[config.mk]
export PLATFORM = sky130hd
export DESIGN_NAME = bellek_hakem
export DESIGN_NICKNAME = d
export VERILOG_FILES = /design/src/rtl/bellek_hakem.sv
export SDC_FILE = /design/constraint.sdc
export NUM_CORES = 1
export LEC_CHECK = 0
export BUFFER_PORTS_ARGS = -buffer_cell sky130_fd_sc_hd__buf_2
export CAP_MARGIN = 20
export CORE_AREA = 2 2 105 107
export CTS_BUF_LIST = sky130_fd_sc_hd__clkbuf_16
export DETAILED_ROUTE_END_ITERATION = 12
export DIE_AREA = 0 0 107 109
export PLACE_DENSITY = 0.73
export SLEW_MARGIN = 30
export SYNTH_ARGS = -nofsm -noshare
export SYNTH_HDL_FRONTEND = slang
export SYNTH_SLANG_ARGS = --single-unit
[constraint.sdc]
create_clock -name clk -period 6.2 [get_ports clk]
set_input_delay 0.62 -clock clk [delete_from_list [all_inputs] [get_ports clk]]
set_output_delay 0.62 -clock clk [all_outputs]
set_load 0.02 [all_outputs]
[src/rtl/bellek_hakem.sv]
// bellek_hakem: two-port single-memory arbiter, BOS -> ERISIM -> YANIT per transaction.
// Build option: define BELLEK_HAKEM_DONGUSEL_EN for round-robin arbitration (default: port 0 wins).
module bellek_hakem #(
  parameter int ADRES_BIT = 32,
  parameter int VERI_BIT  = 32
) (
  input  logic                 clk,
  input  logic                 rst,
  input  logic                 istek0,
  input  logic                 istek1,
  input  logic [ADRES_BIT-1:0] adres0,
  input  logic [ADRES_BIT-1:0] adres1,
  input  logic                 yaz0,
  input  logic                 yaz1,
  input  logic [VERI_BIT-1:0]  yaz_veri0,
  input  logic [VERI_BIT-1:0]  yaz_veri1,
  output logic                 hazir0,
  output logic                 hazir1,
  output logic                 hata0,
  output logic                 hata1,
  output logic [VERI_BIT-1:0]  oku_veri,
  output logic [ADRES_BIT-1:0] bel_adres,
  output logic                 bel_yaz,
  output logic [VERI_BIT-1:0]  bel_yaz_veri,
  input  logic [VERI_BIT-1:0]  bel_oku_veri,
  output logic                 sahip
);

  typedef enum logic [1:0] {BOS, ERISIM, YANIT} durum_t;

  durum_t r_durum;

  logic                 w_kazanan;
  logic [ADRES_BIT-1:0] w_adres_sec;
  logic                 w_yaz_sec;
  logic [VERI_BIT-1:0]  w_veri_sec;
  logic                 w_hizasiz;

`ifdef BELLEK_HAKEM_DONGUSEL_EN
  // Port that won the most recent grant; the other one wins a tie.
  logic r_son;

  always_comb begin
    w_kazanan = 1'b0;
    if (istek0 && istek1) w_kazanan = ~r_son;
    else                  w_kazanan = istek1;
  end
`else
  always_comb begin
    w_kazanan = istek1 & ~istek0;
  end
`endif

  always_comb begin
    w_adres_sec = adres0;
    w_yaz_sec   = yaz0;
    w_veri_sec  = yaz_veri0;
    if (w_kazanan) begin
      w_adres_sec = adres1;
      w_yaz_sec   = yaz1;
      w_veri_sec  = yaz_veri1;
    end
  end

  // bel_adres doubles as the latched address of the current transaction.
  assign w_hizasiz = (bel_adres[1:0] != 2'b00);
  assign oku_veri  = bel_oku_veri;

  always_ff @(posedge clk or posedge rst) begin
    if (rst) begin
      r_durum      <= BOS;
      hazir0       <= 1'b0;
      hazir1       <= 1'b0;
      hata0        <= 1'b0;
      hata1        <= 1'b0;
      bel_yaz      <= 1'b0;
      bel_adres    <= '0;
      bel_yaz_veri <= '0;
      sahip        <= 1'b0;
`ifdef BELLEK_HAKEM_DONGUSEL_EN
      r_son        <= 1'b1;
`endif
    end else begin
      hazir0  <= 1'b0;
      hazir1  <= 1'b0;
      hata0   <= 1'b0;
      hata1   <= 1'b0;
      bel_yaz <= 1'b0;
      case (r_durum)
        BOS: begin
          if (istek0 || istek1) begin
            sahip        <= w_kazanan;
            bel_adres    <= w_adres_sec;
            bel_yaz_veri <= w_veri_sec;
            // Misaligned writes never reach the memory.
            bel_yaz      <= w_yaz_sec && (w_adres_sec[1:0] == 2'b00);
`ifdef BELLEK_HAKEM_DONGUSEL_EN
            r_son        <= w_kazanan;
`endif
            r_durum      <= ERISIM;
          end
        end
        ERISIM: begin
          hazir0  <= ~sahip;
          hazir1  <= sahip;
          hata0   <= ~sahip & w_hizasiz;
          hata1   <= sahip & w_hizasiz;
          r_durum <= YANIT;
        end
        YANIT: begin
          r_durum <= BOS;
        end
        default: begin
          r_durum <= BOS;
        end
      endcase
    end
  end

endmodule

=== Yosys cells after proc, flatten, opt, wreduce, memory -nomap -nowiden ===
Cells that the tools add are included.

* Flip-flop bits (word level): 72
* Input bits: 166
* Output and inout port bits: 102
* Word-level logic and storage cells: 33

* Equal/unequal tests: 2
* Muxes and demuxes: 11
* Bitwise gates (word level): 5
* Reduce and logical (&&, ||, !) cells: 6

{| class="wikitable"
|+ Operators by type and width
! cell !! count
|-
| two-way mux 32 bit || 2
|-
| two-way mux 1 bit || 7
|-
| logical NOT 2 bit || 2
|-
| case mux 2 bit (2 select lines) || 1
|-
| bitwise AND 1 bit || 3
|-
| equality test 2 x 1 -> 1 bit, second input constant || 1
|-
| two-way mux 2 bit || 1
|-
| != test 2 bit, second input constant || 1
|-
| NOT 1 bit || 2
|-
| AND reduction 2 bit || 1
|-
| nonzero test 2 bit || 1
|-
| logical AND 1 bit || 1
|-
| logical OR 1 bit || 1
|}

=== Depth between registers and ports, before layout ===
Gate-level depths: netlist (run 1).

* Depth in word-level cells: 7
* Mapped depth: 5
* Gate-level depth less buffers: 3

=== Worst setup path before layout (run 1) ===
OpenSTA, ideal clock, no wires.

* Path type: input-to-reg
* Start: input port istek0
* End: register bel_adres[20]
* Setup time: 0.125 ns
* Data arrival time: 1.571 ns
* Required time: 6.075 ns
* Path slack: 4.504 ns
* Stages on the path: 5
* Buffers on the path: 2
* Cells stage by stage: nand2b_4 -> buf_6 -> buf_6 -> mux2_4 -> mux2_2

* Longest elaborated chain between the ends: 3
* Elaborated cells on any way between the ends: 5
* Classes of those cells: 1 x mux; 2 x bitwise; 2 x reduce/logical

{| class="wikitable"
|+ Ends and longest elaborated chain
! what !! line !! RTL
|-
| start: declaration || 9 || <nowiki>input logic istek0,</nowiki>
|-
| NOT 1 bit || 50 || <nowiki>w_kazanan = istek1 & ~istek0;</nowiki>
|-
| bitwise AND 1 bit || 50 ||
|-
| two-way mux 32 bit || 58 || <nowiki>if (w_kazanan) begin</nowiki>
|-
| end signal: assignment || 93 || <nowiki>bel_adres <= w_adres_sec;</nowiki>
|-
| end: declaration || 22 || <nowiki>output logic [ADRES_BIT-1:0] bel_adres,</nowiki>
|}

Parallel ways exist; a longest one is shown, timed or not.
A chain may end at the register's enable or synchronous reset.

=== Worst setup path after layout (run 1) ===
* Start: input port istek0
* End: register bel_adres[29]

Same word-level chain as after synthesis.

==> results.py, run 1 <==
metrics = {
    "timing": {
        "worst_pin_slew_ns": 0.852,
        "period_needed_ns": 2.02,
        "fin_crit_sh": 0.325,
        "relSlewSlack": 0.432,
        "slew_viol_final": 0,
        "hold_viol_final": 0,
        "max_freq_ghz": 0.496,
        "setup_tns_ns": 0,
        "rsz0062_at_grt": "false",
        "setup_viol_count_final": 0,
        "fin_skew_ns": 0.00653,
    },
    "power_and_ir_drop": {
        "p_total_uw": 2390,
        "power_leakage_uw": 0.00262,
        "vdd.ir_drop.worst_uv": 176,
        "powerDensity_nw_per_um2": 475,
    },
    "yosys": {
        "yosysWarnings": 0,
        "syn-cell-area_um2": 3880,
        "ys_seq_area_frac": 0.464,
        "postSynthAreaPerCell_um2": 14.9,
        "ys_types": 16,
        "synth_nets": 427,
        "synthCells": 261,
        "synth_seq_cells": 72,
    },
    "floorplan": {
        "die_height_um": 109,
        "die_x_um": 107,
        "std_cell_rows": 38,
        "start_util": 0.366,
        "core_area_um2": 10600,
        "die_area_um2": 11700,
        "pin_count": 268,
    },
    "clock_network": {
        "worstSkewPairLatency_ns": 0.32,
        "cts_buffer_depth": 2,
        "cts_sinks": 72,
        "cts_setup_buffers": 0,
        "htree_levels": 3,
        "post_cts_resized": 0,
        "clkTransAtPathRegs_ns": 0.06,
        "cts_tree": "built",
        "ctsHoldBuffers": 0,
        "cts_root_buffer": "clkbuf_16",
        "numCtsBuffers": 9,
    },
    "detailed_routing": {
        "antenna_left": 0,
        "drt_iter0_drc": 86,
        "viasPerCell": 4.63,
        "wl_um": 8430,
        "drtPass1Iterations": 2,
        "via_count": 2674,
        "post_drt_wl_per_cell_um": 14.6,
        "drc": 0,
    },
    "finish": {
        "drive_gt1_frac": 0.801,
        "fin_nets": 598,
        "antenna_cells": 0,
        "final_common_cell": "buf_2",
        "areaGrowthSynthToFinish_pct": 29.7,
        "layout_common_cells": "203 x buf_2, 79 x mux2_2, 72 x dfrtp_1, 49 x mux2_4, 9 x clkbuf_16",
    },
    "global_routing": {
        "grt_pass1_wl_um": 12500,
        "grt_start_max_net_pins": 73,
        "grt_pass1_vias": 2707,
        "antenna_found_initial": 0,
        "grt-ovfl-total": 0,
        "track_usage": 0.137,
    },
    "setup_path": {
        "critical_path_class": "in -> reg",
        "cp-end-kind": "flop",
        "critPathMaxFanout": 34,
        "crit_required_ns": 6.40,
        "start_kind": "input port",
        "cp.arrival_ns": 2.22,
    },
    "place": {
        "place_hpwl_um": 6240,
        "io_buffer_count": 203,
        "place_congestion": 0.704,
    },
    "job": {
        "cap_violations": 0,
    },
    "outcome": {
        "status": "finished, final reports clean",
    },
    "min_path": {
        "hp-class": "reg -> reg",
    },
}
-- cell usage after synthesis (all sizes together) --
library cell,count,area share
dfrtp,72,0.46
nor2,1,0.00097
nor2b,2,0.0032
a31oi,1,0.0016
mux2,128,0.42
buf,46,0.092
nor4bb,1,0.0026
inv,2,0.0019
nor3b,1,0.0019
and2,1,0.0016
nand2b,1,0.0035
o21a,3,0.0058
a21oi,2,0.0026
-- stage by stage --
step	hold WS (ns)	std cells	util	cell area, um^2	worst slack, ns
floorplan	0.418	261	-	3880	3.76
global placement	0.433	560	0.447	4730	3.80
detailed placement	0.440	561	0.448	4750	3.83
CTS	0.447	577	0.475	5040	4.18
global route	0.458	577	0.475	5040	4.12
finish	0.446	577	0.475	5040	4.18
-- critical path: stages --
cell      delay, ns
buf_2          0.11
nand2b_4       0.51
buf_12         0.31
mux2_2         0.37
mux2_2         0.27
-- logic make-up after synthesis --
logic type	count (synthesis)	synth area share
multiplexers	128	0.418
flip-flops	72	0.464
buffers and inverters	48	0.0940
AND/OR/NAND/NOR	7	0.0138
AO/OA/AOI/OAI	6	0.00998
-- flip-flops by register name, summed over array words and instances, names as in the netlist --
signal / cells
r_durum: 2
hata1: 1
hazir1: 1
bel_yaz_veri: 32
sahip: 1
hazir0: 1
bel_adres: 32
bel_yaz: 1
hata0: 1
-- area by class of cell --
class	instances	area, um^2
clock buffer	9	225
clock inverter	7	56.3
fill	975	5560
inverter	2	7.51
multi-input combinational	141	1720
sequential	72	1800
tap	140	175
timing repair buffer	206	1050
-- metal layers --
metal,GRT usage,wire (um),up-vias
met4,0.0705,184,0
met1,0.142,3140,1294
met2,0.256,4550,129
met3,0.0341,554,24
met5,0,0,-
li1,-,-,1227
-- worst paths after layout --
kind / start / endpoint / slack [ns] / cells after the start
max: istek0 / bel_adres[29] / 4.18 / 5
min: r_durum[1] / r_durum[1] / 0.45 / 1
max reg2reg: r_durum[0] / bel_adres[29] / 4.24 / 4
min reg2reg: r_durum[1] / r_durum[1] / 0.45 / 1
max in group asynchronous: rst / bel_adres[16] / 5.30 / 3
min in group asynchronous: rst / bel_yaz_veri[17] / 0.47 / 3
-- power breakdown --
part / internal [uW] / total (uW) / switching, uW
clock: 305 / 491 / 186
combinational: 497 / 1080 / 580
sequential: 708 / 825 / 117
total: 1510 / 2390 / 883
No activity file was read; power rests on OpenSTA's default activity.
==> run 2, diff against run 1 <==
--- a/config.mk
+++ b/config.mk
@@ -7,11 +7,10 @@
 export LEC_CHECK = 0
 export BUFFER_PORTS_ARGS = -buffer_cell sky130_fd_sc_hd__buf_2
 export CAP_MARGIN = 20
-export CORE_AREA = 2 2 105 107
+export CORE_UTILIZATION = 38
 export CTS_BUF_LIST = sky130_fd_sc_hd__clkbuf_16
 export DETAILED_ROUTE_END_ITERATION = 12
-export DIE_AREA = 0 0 107 109
-export PLACE_DENSITY = 0.73
+export PLACE_DENSITY = 0.78
 export SLEW_MARGIN = 30
 export SYNTH_ARGS = -nofsm -noshare
 export SYNTH_HDL_FRONTEND = slang
==> constraint.sdc (replaced) <==
create_clock -name clk -period 1.83 [get_ports clk]
set_input_delay 0.183 -clock clk [delete_from_list [all_inputs] [get_ports clk]]
set_output_delay 0.183 -clock clk [all_outputs]
set_load 0.02 [all_outputs]
==> results.py, run 2 (synthesis results as in run 1) <==
metrics = {
    "global_routing": {
        "grt.met1_usage": 0.177,
        "grt-ovfl-total": 0,
        "grt_start_max_net_pins": 73,
        "busiest_layer": "met2",
        "track_usage": 0.162,
        "antenna_found_initial": 0,
        "grt_use_met2": 0.289,
        "grt_pass1_wl_um": 12900,
        "grt_use_met3": 0.0407,
        "grt_pass1_vias": 2702,
    },
    "finish": {
        "drive_gt1_frac": 0.808,
        "layout_common_cells": "203 x buf_2, 79 x mux2_2, 72 x dfrtp_1, 49 x mux2_4, 9 x clkbuf_16",
        "final_design_area_no_fill_um2": 5180,
        "fin_util": 0.528,
        "fin_nets": 603,
        "final_common_cell": "buf_2",
        "reg_top3": "bel_adres: 32 flops, bel_yaz_veri: 32 flops, r_durum: 2 flops",
        "areaGrowthSynthToFinish_pct": 33.5,
        "final_cell_count_no_fill": 575,
        "antenna_cells": 0,
        "fillers": 877,
    },
    "clock_network": {
        "numCtsBuffers": 9,
        "ctsHoldBuffers": 1,
        "cts_setup_buffers": 0,
        "cts_buffer_depth": 2,
        "cts_tree": "built",
        "worstSkewPairLatency_ns": 0.32,
        "clkTransAtPathRegs_ns": 0.06,
        "post_cts_resized": 0,
        "htree_levels": 3,
        "cts_sinks": 72,
        "cts_root_buffer": "clkbuf_16",
    },
    "timing": {
        "hold_viol_final": 0,
        "period_needed_ns": 1.55,
        "relSlewSlack": 0.720,
        "rsz0062_at_grt": "false",
        "setup_viol_count_final": 0,
        "setup_tns_ns": 0,
        "worst_pin_slew_ns": 0.420,
        "slew_viol_final": 0,
        "max_freq_ghz": 0.644,
        "fin_skew_ns": 0.00274,
        "fin_crit_sh": 0.848,
    },
    "place": {
        "place_hpwl_um": 6680,
        "dp_cells": 558,
        "placed_cell_area_um2": 4830,
        "io_buffer_count": 203,
        "place_congestion": 0.717,
    },
    "floorplan": {
        "die_x_um": 103,
        "std_cell_rows": 36,
        "die_height_um": 103,
        "core_area_um2": 9820,
        "start_util": 0.396,
        "die_area_um2": 10600,
        "pin_count": 268,
    },
    "detailed_routing": {
        "viasPerCell": 4.71,
        "post_drt_wl_per_cell_um": 15.4,
        "drtPass1Iterations": 4,
        "wl_um": 8850,
        "drc": 0,
        "via_count": 2708,
        "antenna_left": 0,
        "drt_iter0_drc": 26,
    },
    "setup_path": {
        "crit_path_top_delay_cell": "dfrtp_1",
        "path_cells": "nor2_1 -> o21a_2 -> buf_12 -> mux2_2",
        "cp.arrival_ns": 1.76,
        "cpPeakStageDelay_ns": 0.37,
        "critPathMaxFanout": 34,
        "crit_required_ns": 2.03,
        "critical_path_class": "reg -> reg",
        "start_kind": "flop",
        "r2r_cells": 4,
        "cp-end-kind": "flop",
    },
    "power_and_ir_drop": {
        "p_total_uw": 8580,
        "vdd.ir_drop.worst_uv": 737,
        "power_leakage_uw": 0.00267,
        "powerDensity_nw_per_um2": 1660,
    },
    "min_path": {
        "hold_depth": 2,
        "hp-class": "in -> reg",
    },
    "job": {
        "cap_violations": 0,
    },
    "outcome": {
        "status": "finished, final reports clean",
    },
}
[run 2: path summary, 6_finish.rpt]
path,startpoint,endpoint,slack [ns]
hold reg to reg,r_durum[1],r_durum[1],0.45
hold / removal,istek0,sahip,0.08
setup reg to reg,r_durum[0],bel_yaz_veri[31],0.28
min in group asynchronous,rst,bel_adres[12],0.47
max in group asynchronous,rst,bel_adres[15],0.99
setup / recovery,r_durum[0],bel_yaz_veri[31],0.28
[run 2: per-stage QoR]
step                      hold slack [ns]  setup slack, ns
after floorplan                     0.269            0.339
after detailed placement            0.323            0.240
after global routing               0.0875            0.222
after CTS                          0.0653            0.298
final                              0.0844            0.278
after global placement              0.320            0.285
[run 2: final cells by class]
type / count / area [um^2] / share of cell area
clock buffers: 9 / 225 / 0.0434
clock inverters: 7 / 120 / 0.0232
inverters: 2 / 11.3 / 0.00217
multi-input cells: 141 / 1720 / 0.332
flip-flops and latches: 72 / 1800 / 0.347
well taps: 133 / 166 / 0.0321
repair buffers: 211 / 1140 / 0.220
[run 2: metal layers]
layer,routed length [um],vias up
met5,0,-
met4,261,0
met3,578,33
met2,4600,122
met1,3410,1309
li1,-,1244
[run 2: critical path, delay by kind of cell, from the launching register on]
kind            cells  cell delay, ns
simple gates        1            0.21
mux                 1            0.37
flops               1            0.37
buf+inv             1            0.22
compound gates      1            0.24
[run 2: where the power goes]
part           total (uW)  switching, uW  internal, uW
Clock                2020            685          1330
Sequential           2800            396          2400
Combinational        3770           2010          1760
